### src/rtl/trng_pkg.sv
// ----------------------------------------------------------------------------
// trng_pkg: shared types and LFSR tap masks for the TRNG conditioner. Rev 1.0
// ----------------------------------------------------------------------------
`default_nettype none

package trng_pkg;

  typedef enum logic [1:0] {
    MODE_BYPASS   = 2'd0,
    MODE_VN       = 2'd1,
    MODE_VN_WHITE = 2'd2,
    MODE_WHITE    = 2'd3
  } mode_e;

  typedef enum logic {
    VN_EMPTY      = 1'b0,
    VN_HAVE_FIRST = 1'b1
  } vn_state_e;

  // Bit (n-1) set for tap n of a maximal-length Fibonacci polynomial.
  function automatic logic [31:0] lfsr_taps(input int unsigned width);
    case (width)
      8:       lfsr_taps = 32'h0000_00B8;
      24:      lfsr_taps = 32'h00E1_0000;
      32:      lfsr_taps = 32'h8020_0003;
      default: lfsr_taps = 32'h0000_D008;
    endcase
  endfunction

endpackage

`default_nettype wire

### src/rtl/trng_if.sv
// ----------------------------------------------------------------------------
// trng_if: raw-bit input and conditioned-word output streams. Rev 1.0
// ----------------------------------------------------------------------------
`default_nettype none

interface trng_if #(
  parameter int WORD_W = 8
);
  logic              raw_bit;
  logic              raw_valid;
  logic [WORD_W-1:0] word_out;
  logic              word_valid;
  logic              word_ready;

  modport master (output raw_bit, raw_valid, word_ready, input word_out, word_valid);
  modport slave  (input raw_bit, raw_valid, word_ready, output word_out, word_valid);
endinterface

`default_nettype wire

### src/rtl/trng_fifo.sv
// ----------------------------------------------------------------------------
// trng_fifo: power-of-two synchronous FIFO, registered output only. Rev 1.0
// ----------------------------------------------------------------------------
`default_nettype none

module trng_fifo #(
  parameter int WIDTH = 8,
  parameter int DEPTH = 4
) (
  input  wire logic                     clk,
  input  wire logic                     rst_n,
  input  wire logic                     push_i,
  input  wire logic [WIDTH-1:0]         data_i,
  input  wire logic                     pop_i,
  output logic      [WIDTH-1:0]         data_o,
  output logic      [$clog2(DEPTH):0]   level_o,
  output logic                          full_o,
  output logic                          empty_o
);
  localparam int AW = $clog2(DEPTH);
  localparam int LW = AW + 1;

  logic [WIDTH-1:0] mem_q [DEPTH];
  logic [AW-1:0]    wr_q, rd_q;
  logic [LW-1:0]    level_q;
  logic             wr_en, rd_en;

  assign full_o  = (level_q == LW'(DEPTH));
  assign empty_o = (level_q == '0);
  // A push into a full FIFO is legal only when the head leaves on the same edge.
  assign wr_en   = push_i && (!full_o || pop_i);
  assign rd_en   = pop_i && !empty_o;
  assign data_o  = empty_o ? '0 : mem_q[rd_q];
  assign level_o = level_q;

  always_ff @(posedge clk) begin
    if (wr_en) mem_q[wr_q] <= data_i;
  end

  always_ff @(posedge clk or negedge rst_n) begin
    if (!rst_n) begin
      wr_q    <= '0;
      rd_q    <= '0;
      level_q <= '0;
    end else begin
      if (wr_en) wr_q <= wr_q + 1'b1;
      if (rd_en) rd_q <= rd_q + 1'b1;
      case ({wr_en, rd_en})
        2'b10:   level_q <= level_q + 1'b1;
        2'b01:   level_q <= level_q - 1'b1;
        default: level_q <= level_q;
      endcase
    end
  end

endmodule

`default_nettype wire

### src/rtl/trng_conditioner.sv
// ----------------------------------------------------------------------------
// trng_conditioner: health-tested VN/LFSR conditioning into a word FIFO. Rev 1.0
// ----------------------------------------------------------------------------
`default_nettype none

module trng_conditioner
  import trng_pkg::*;
#(
  parameter int WORD_W     = 8,
  parameter int FIFO_DEPTH = 4,
  parameter int LFSR_W     = 16,
  parameter int RCT_LIMIT  = 8
) (
  input  wire logic                        clk,
  input  wire logic                        rst_n,
  trng_if.slave                            bus,
  input  wire mode_e                       mode_i,
  input  wire logic                        clear_fail_i,
  output logic [$clog2(FIFO_DEPTH):0]      fifo_level_o,
  output logic                             health_fail_o,
  output logic                             overflow_o
);
  localparam int CNT_W = $clog2(WORD_W);
  localparam int RUN_W = $clog2(RCT_LIMIT + 1);
  localparam logic [31:0]       C_TAPS_FULL = lfsr_taps(LFSR_W);
  localparam logic [LFSR_W-1:0] C_TAPS      = C_TAPS_FULL[LFSR_W-1:0];

  logic [LFSR_W-1:0] lfsr_q, lfsr_d;
  mode_e             mode_q;
  vn_state_e         vn_q, vn_d;
  logic              first_q, first_d;
  logic [WORD_W-1:0] acc_q, acc_d, word_full;
  logic [CNT_W-1:0]  bcnt_q, bcnt_d;
  logic [RUN_W-1:0]  run_q, run_d;
  logic              last_q, last_d;
  logic              fail_q, fail_d, ovf_q, ovf_d;
  logic              mode_chg, use_vn, whiten, cbit, cvalid, cbit_w;
  logic              push, pop, fail_set, drop, fifo_full, fifo_empty;

  assign lfsr_d   = {lfsr_q[LFSR_W-2:0], ^(lfsr_q & C_TAPS)};
  assign mode_chg = (mode_i != mode_q);
  assign use_vn   = (mode_i == MODE_VN) || (mode_i == MODE_VN_WHITE);
  assign whiten   = (mode_i == MODE_WHITE) || (mode_i == MODE_VN_WHITE);
  assign pop      = bus.word_valid && bus.word_ready;

  always_comb begin
    vn_d    = vn_q;
    first_d = first_q;
    cbit    = bus.raw_bit;
    cvalid  = 1'b0;
    if (bus.raw_valid) begin
      if (!use_vn) begin
        cvalid = 1'b1;
      end else begin
        case (vn_q)
          VN_EMPTY: begin
            vn_d    = VN_HAVE_FIRST;
            first_d = bus.raw_bit;
          end
          VN_HAVE_FIRST: begin
            vn_d   = VN_EMPTY;
            cvalid = (bus.raw_bit != first_q);
            cbit   = first_q;
          end
          default: vn_d = VN_EMPTY;
        endcase
      end
    end
    if (fail_q || mode_chg) begin
      vn_d   = VN_EMPTY;
      cvalid = 1'b0;
    end
    cbit_w = cbit ^ (whiten & lfsr_q[0]);
  end

  always_comb begin
    acc_d             = acc_q;
    bcnt_d            = bcnt_q;
    push              = 1'b0;
    word_full         = acc_q;
    word_full[bcnt_q] = cbit_w;
    if (fail_q || mode_chg) begin
      acc_d  = '0;
      bcnt_d = '0;
    end else if (cvalid) begin
      if (bcnt_q == CNT_W'(WORD_W - 1)) begin
        push   = 1'b1;
        acc_d  = '0;
        bcnt_d = '0;
      end else begin
        acc_d  = word_full;
        bcnt_d = bcnt_q + 1'b1;
      end
    end
  end

  // Run length is taken on raw bits, independent of the conditioning mode.
  always_comb begin
    run_d    = run_q;
    last_d   = last_q;
    fail_set = 1'b0;
    if (bus.raw_valid) begin
      last_d = bus.raw_bit;
      if ((bus.raw_bit != last_q) || (run_q == '0)) run_d = RUN_W'(1);
      else if (run_q != RUN_W'(RCT_LIMIT))         run_d = run_q + 1'b1;
      fail_set = (run_d == RUN_W'(RCT_LIMIT));
    end
    if (clear_fail_i) run_d = '0;
    drop   = push && fifo_full && !pop;
    fail_d = fail_set ? 1'b1 : (clear_fail_i ? 1'b0 : fail_q);
    ovf_d  = drop     ? 1'b1 : (clear_fail_i ? 1'b0 : ovf_q);
  end

  always_ff @(posedge clk or negedge rst_n) begin
    if (!rst_n) begin
      lfsr_q  <= LFSR_W'(1);
      mode_q  <= MODE_BYPASS;
      vn_q    <= VN_EMPTY;
      first_q <= 1'b0;
      acc_q   <= '0;
      bcnt_q  <= '0;
      run_q   <= '0;
      last_q  <= 1'b0;
      fail_q  <= 1'b0;
      ovf_q   <= 1'b0;
    end else begin
      lfsr_q  <= lfsr_d;
      mode_q  <= mode_i;
      vn_q    <= vn_d;
      first_q <= first_d;
      acc_q   <= acc_d;
      bcnt_q  <= bcnt_d;
      run_q   <= run_d;
      last_q  <= last_d;
      fail_q  <= fail_d;
      ovf_q   <= ovf_d;
    end
  end

  trng_fifo #(
    .WIDTH (WORD_W),
    .DEPTH (FIFO_DEPTH)
  ) u_fifo (
    .clk     (clk),
    .rst_n   (rst_n),
    .push_i  (push),
    .data_i  (word_full),
    .pop_i   (pop),
    .data_o  (bus.word_out),
    .level_o (fifo_level_o),
    .full_o  (fifo_full),
    .empty_o (fifo_empty)
  );

  assign bus.word_valid = !fifo_empty;
  assign health_fail_o  = fail_q;
  assign overflow_o     = ovf_q;

endmodule

`default_nettype wire

### src/flat_wrapper.sv
// flat-port wrapper written by rule: the top's interface ports become plain ports
module trng_conditioner_flat import trng_pkg::*;
#(
  parameter int WORD_W     = 8,
  parameter int FIFO_DEPTH = 4,
  parameter int LFSR_W     = 16,
  parameter int RCT_LIMIT  = 8
)
  (clk, rst_n, mode_i, clear_fail_i, fifo_level_o, health_fail_o, overflow_o, bus_raw_bit, bus_raw_valid, bus_word_ready, bus_word_out, bus_word_valid);
  trng_if #(.WORD_W(WORD_W)) bus_i ();
  input  wire logic clk;
  input  wire logic rst_n;
  input  wire mode_e mode_i;
  input  wire logic clear_fail_i;
  output logic [$clog2(FIFO_DEPTH):0] fifo_level_o;
  output logic health_fail_o;
  output logic overflow_o;
  input wire logic [$bits(bus_i.raw_bit)-1:0] bus_raw_bit;
  input wire logic [$bits(bus_i.raw_valid)-1:0] bus_raw_valid;
  input wire logic [$bits(bus_i.word_ready)-1:0] bus_word_ready;
  output wire logic [$bits(bus_i.word_out)-1:0] bus_word_out;
  output wire logic [$bits(bus_i.word_valid)-1:0] bus_word_valid;
  assign bus_i.raw_bit = bus_raw_bit;
  assign bus_i.raw_valid = bus_raw_valid;
  assign bus_i.word_ready = bus_word_ready;
  assign bus_word_out = bus_i.word_out;
  assign bus_word_valid = bus_i.word_valid;
  trng_conditioner #(.WORD_W(WORD_W), .FIFO_DEPTH(FIFO_DEPTH), .LFSR_W(LFSR_W), .RCT_LIMIT(RCT_LIMIT)) u_core (.clk(clk), .rst_n(rst_n), .bus(bus_i), .mode_i(mode_i), .clear_fail_i(clear_fail_i), .fifo_level_o(fifo_level_o), .health_fail_o(health_fail_o), .overflow_o(overflow_o));
endmodule
### config.mk
export PLATFORM = sky130hd
export DESIGN_NAME = trng_conditioner_flat
export DESIGN_NICKNAME = d
export VERILOG_FILES = /design/src/rtl/trng_pkg.sv /design/src/rtl/trng_if.sv /design/src/rtl/trng_fifo.sv /design/src/rtl/trng_conditioner.sv /design/src/flat_wrapper.sv
export SDC_FILE = /design/constraint.sdc
export NUM_CORES = 1
export LEC_CHECK = 0
export ABC_CLOCK_PERIOD_IN_PS = 6600
export CAP_MARGIN = 20
export CELL_PAD_IN_SITES_DETAIL_PLACEMENT = 0
export CELL_PAD_IN_SITES_GLOBAL_PLACEMENT = 2
export CORE_ASPECT_RATIO = 1.2
export CORE_MARGIN = 1.5
export CORE_UTILIZATION = 40
export DETAILED_ROUTE_END_ITERATION = 7
export PLACE_DENSITY_LB_ADDON = 0.12
export SYNTH_ARGS = -nofsm -noshare
export SYNTH_HDL_FRONTEND = slang
export SYNTH_HIERARCHICAL = 1
export SYNTH_SLANG_ARGS = --single-unit
### constraint.sdc
create_clock -name clk -period 6.6 [get_ports clk]
set_clock_uncertainty 0.2 [all_clocks]
set_input_delay 1.32 -clock clk [delete_from_list [all_inputs] [get_ports clk]]
set_output_delay 1.32 -clock clk [all_outputs]
set_load 0.005 [all_outputs]
==> results.md <==
| Quantity | This run |
|---|---|
| Final WS setup | 2.58 ns |
| Core Footprint | 0.00852 sq mm |
| Switching part of the total power | 25.6% |
| Number of synthesized flops with an enable pin | 32 |
| Worst min-delay path class | flop to flop |
| 1st-pass router iterations | 6 |
| Most instantiated cells after synthesis | 44 x dfrtp_1, 32 x edfxtp_1, 17 x inv_1 |
| Reported max-cap violation count | 0 |
| Accumulated negative setup slack | 0 ns |
| Count of cell types in the netlist | 50 |
| Net Count, Synth | 275 |
| Minimum clock period | 4.02 ns |
| Portion of the post-synthesis area used by sequential elements | 60.1% |
| Leak Pwr | 1.69 nW |
| Initial core utilization | 40.8% |
| Synth warnings | 6 |
| Unrepaired setup endpoints after global routing | false |
| Final wirelength | 6110 um |
| Number of global-route vias before repair | 2018 |
| Area growth from synthesis to layout | 16.7% |
| Data arrival time of the critical path | 4.10 ns |
| Internal power contribution | 0.000937 W |
| Met3 Track Usage GR | 3.32% |
| Number of sinks handled by clock tree synthesis | 77 |
| Final Max Slew Viols | 0 |
| Clock power share | 33.3% |
| P_sw | 0.000323 W |
| Number of antenna violations at the first check in global routing | 0 |
| Source of the worst register-to-register timing path | u_core/u_fifo/level_o[0] |
| Average wire length per cell after detail routing | 15.2 um |
| Most common flop cell mapped by yosys | dfrtp_1 |
| Critical Setup Path Class | primary input to flop |
| Kind of capture point of the worst setup path | flop |
| Antenna viol nets, final | 0 |
| Hold Startpoint | u_core/lfsr_q[13] |
| Diode insertion count for antenna repair | 0 |
| Worst-case headroom to the max-slew limit | 49.9% |
| Net count, final | 300 |
| Non-filler cells, final | 402 |
| TritonCTS buffer count | 9 |
| Hold path endpoint | u_core/lfsr_q[14] |
| Instance count after placement with tap cells included | 385 |
| Share of post-route cells with drive strength above 1 | 15.8% |
| Number of cells on the worst reg-to-reg path | 11 |
| Number of vias in the routed layout | 1992 |
| Smallest hold slack | 0.149 ns |
| Wire length of the first global-routing pass | 10300 um |
| Slew at the pin closest to its max-slew limit | 0.749 ns |
| Cell area after synthesis | 0.00348 sq mm |
| Endpoint of the lowest-slack register-to-register path | u_core/u_fifo/level_o[2] |
| Cell type with the highest aggregate area in the netlist | dfrtp_1 |
| Maximum clock insertion buffer count | 2 |
| Portion of synthesized cell area occupied by the leading cell type | 31.7% |
| Most numerous cell in the Yosys netlist | dfrtp_1 |
| Share of total power in sequential cells | 44.8% |
| Power density of the placed cells | 311 mW/mm^2 |
| Final setup violation count | 0 |
| Worst IR drop on VDD | 0.0937 mV |
| Setup crit start kind | primary input |
| CTS Hold Buffers Added | 0 |
| Hpwl dp | 4020 um |
| Count of pins on the block boundary | 22 |
| Place WS | 2.19 ns |
| Reg2reg setup slack | 3.71 ns |
| # H-tree levels | 3 |
| Met2 GRT Util | 23.6% |
| Routability congestion estimate | 0.731 |
| Die H | 105 um |
| Number of cell rows | 37 |
| Overall fraction of global-route tracks in use | 15.2% |
| Synthesized area per cell | 13.6 sq um |
| Detailed-route DRC error count | 0 |
| Required time reported for the critical path endpoint | 6.68 ns |
| Global route overflow | 0 |
| First DRT Iteration DRCs | 91 |
| Pin count of the biggest net entering global routing | 46 |
| Achievable Freq | 0.249 GHz |
| Worst hold path depth | 0 |
| Count of instances resized after the clock tree is built | 0 |
| Final Cycle Share | 60.9% |
| Global routing's busiest layer | met2 |
| Met1 Track Usage GR | 19.4% |
| Final Cell Area | 0.00406 sq mm |
| Register bit total from synthesis | 77 |
| Hold Violations, Final | 0 |
| Critical path fanouts, max | 15 |
| CTS clk-pin slew, worst paths | 0.08 ns |
| Cell Area, Placed | 0.00379 sq mm |
| Logic gate share of total power | 21.9% |
| DR vias/cell | 4.96 |
| Floorplan die width | 88.1 um |
| Clock tree from TritonCTS | yes |
| Synth Instances | 255 |
| Clock root cell | clkbuf_8 |
| PortBufs | 21 |
| Post-synthesis async set-or-reset flop share | 58.4% |
| Result of the run | complete, no violations |
| Post CTS Setup Buffer Count | 0 |
| Die Outline Area | 0.00926 sq mm |
| Clk_lat worst skew | 0.35 ns |
| Leading post-synthesis cells by cell area | dfrtp_1 32%, edfxtp_1 28%, mux4_2 5.2% |
-- metrics by stage --
stage          utilization, %  power (W)
2_1_floorplan               -   0.000732
3_3_place_gp             44.5   0.000856
3_5_place_dp             44.5   0.000857
4_1_cts                  47.4    0.00128
5_1_grt                  47.6    0.00133
6_report                 47.6    0.00126
-- logic make-up after synthesis --
kind of cell	share of synthesized area (%)
xor+xnor	5.04
mux	8.24
buf+inv	2.84
fa+ha+maj	4.54
simple gates	11.2
compound gates	8.03
flops	60.1
-- power by group through the flow --
stage / clock (W) / combinational [W] / sequential [W]
2_1_floorplan: 0 / 0.000189 / 0.000543
3_5_place_dp: 0 / 0.000279 / 0.000577
5_1_grt: 0.000454 / 0.000309 / 0.000571
4_1_cts: 0.000433 / 0.000281 / 0.000567
3_3_place_gp: 0 / 0.000278 / 0.000578
6_report: 0.000420 / 0.000276 / 0.000564
-- cells in the final DEF, fill, tap and decap left out, drive strengths merged, types with 8 or more instances in the layout --
master / synthesis / layout
nand3: 9 / 9
xnor2: 13 / 13
ha: 11 / 11
inv: 17 / 18
mux4: 8 / 8
nand2: 11 / 11
and2: 13 / 13
dfrtp: 44 / 44
clkdlybuf4s50: 0 / 20
edfxtp: 32 / 32
clkbuf: 4 / 12
-- per-layer routing --
metal	up-vias	wire, um	part of all wire [%]
met3	11	166	2.7
met1	983	2840	46
met2	29	2970	49
met4	0	134	2.2
li1	969	-	-
met5	-	0	0
-- sequential cells by signal, indices dropped and copies added, names as in the netlist, 3 cells and up --
name,flops
u_core/bcnt_q,3
u_core/run_q,4
u_core/acc_q,8
u_core/lfsr_q,16
u_core/u_fifo/level_o,3
u_core/u_fifo/mem_q,32
-- final cells by class --
| type | count | area [sq um] |
|---|---|---|
| Clock buffer | 12 | 165 |
| Multi-Input combinational cell | 153 | 1290 |
| Clock inverter | 4 | 77.6 |
| Sequential cell | 77 | 2090 |
| Inverter | 17 | 63.8 |
| Tap cell | 117 | 146 |
| Timing Repair Buffer | 22 | 225 |
| Fill cell | 782 | 4460 |
-- worst max path at each step --
stage	start	endpoint	depth (start not counted)
final	mode_i[0]	u_core/u_fifo/level_o[2]	14
after global routing	bus_raw_valid	u_core/u_fifo/level_o[2]	12
after CTS	bus_raw_valid	u_core/u_fifo/level_o[2]	12
after detailed placement	bus_raw_valid	u_core/u_fifo/level_o[2]	12
after global placement	bus_raw_valid	u_core/u_fifo/level_o[2]	12
after floorplan	mode_i[0]	u_core/u_fifo/level_o[2]	13
-- critical path, cell delays in order --
cell	delay [ns]
clkdlybuf4s50_1	0.57
inv_1	0.07
ha_1	0.32
nand2_1	0.11
o21ai_2	0.21
and3_1	0.27
o21a_4	0.15
inv_1	0.06
ha_1	0.17
inv_1	0.06
fa_1	0.37
xor2_1	0.15
nor2_1	0.11
xor2_1	0.15
Note: power is estimated with default switching activity, not from simulation.
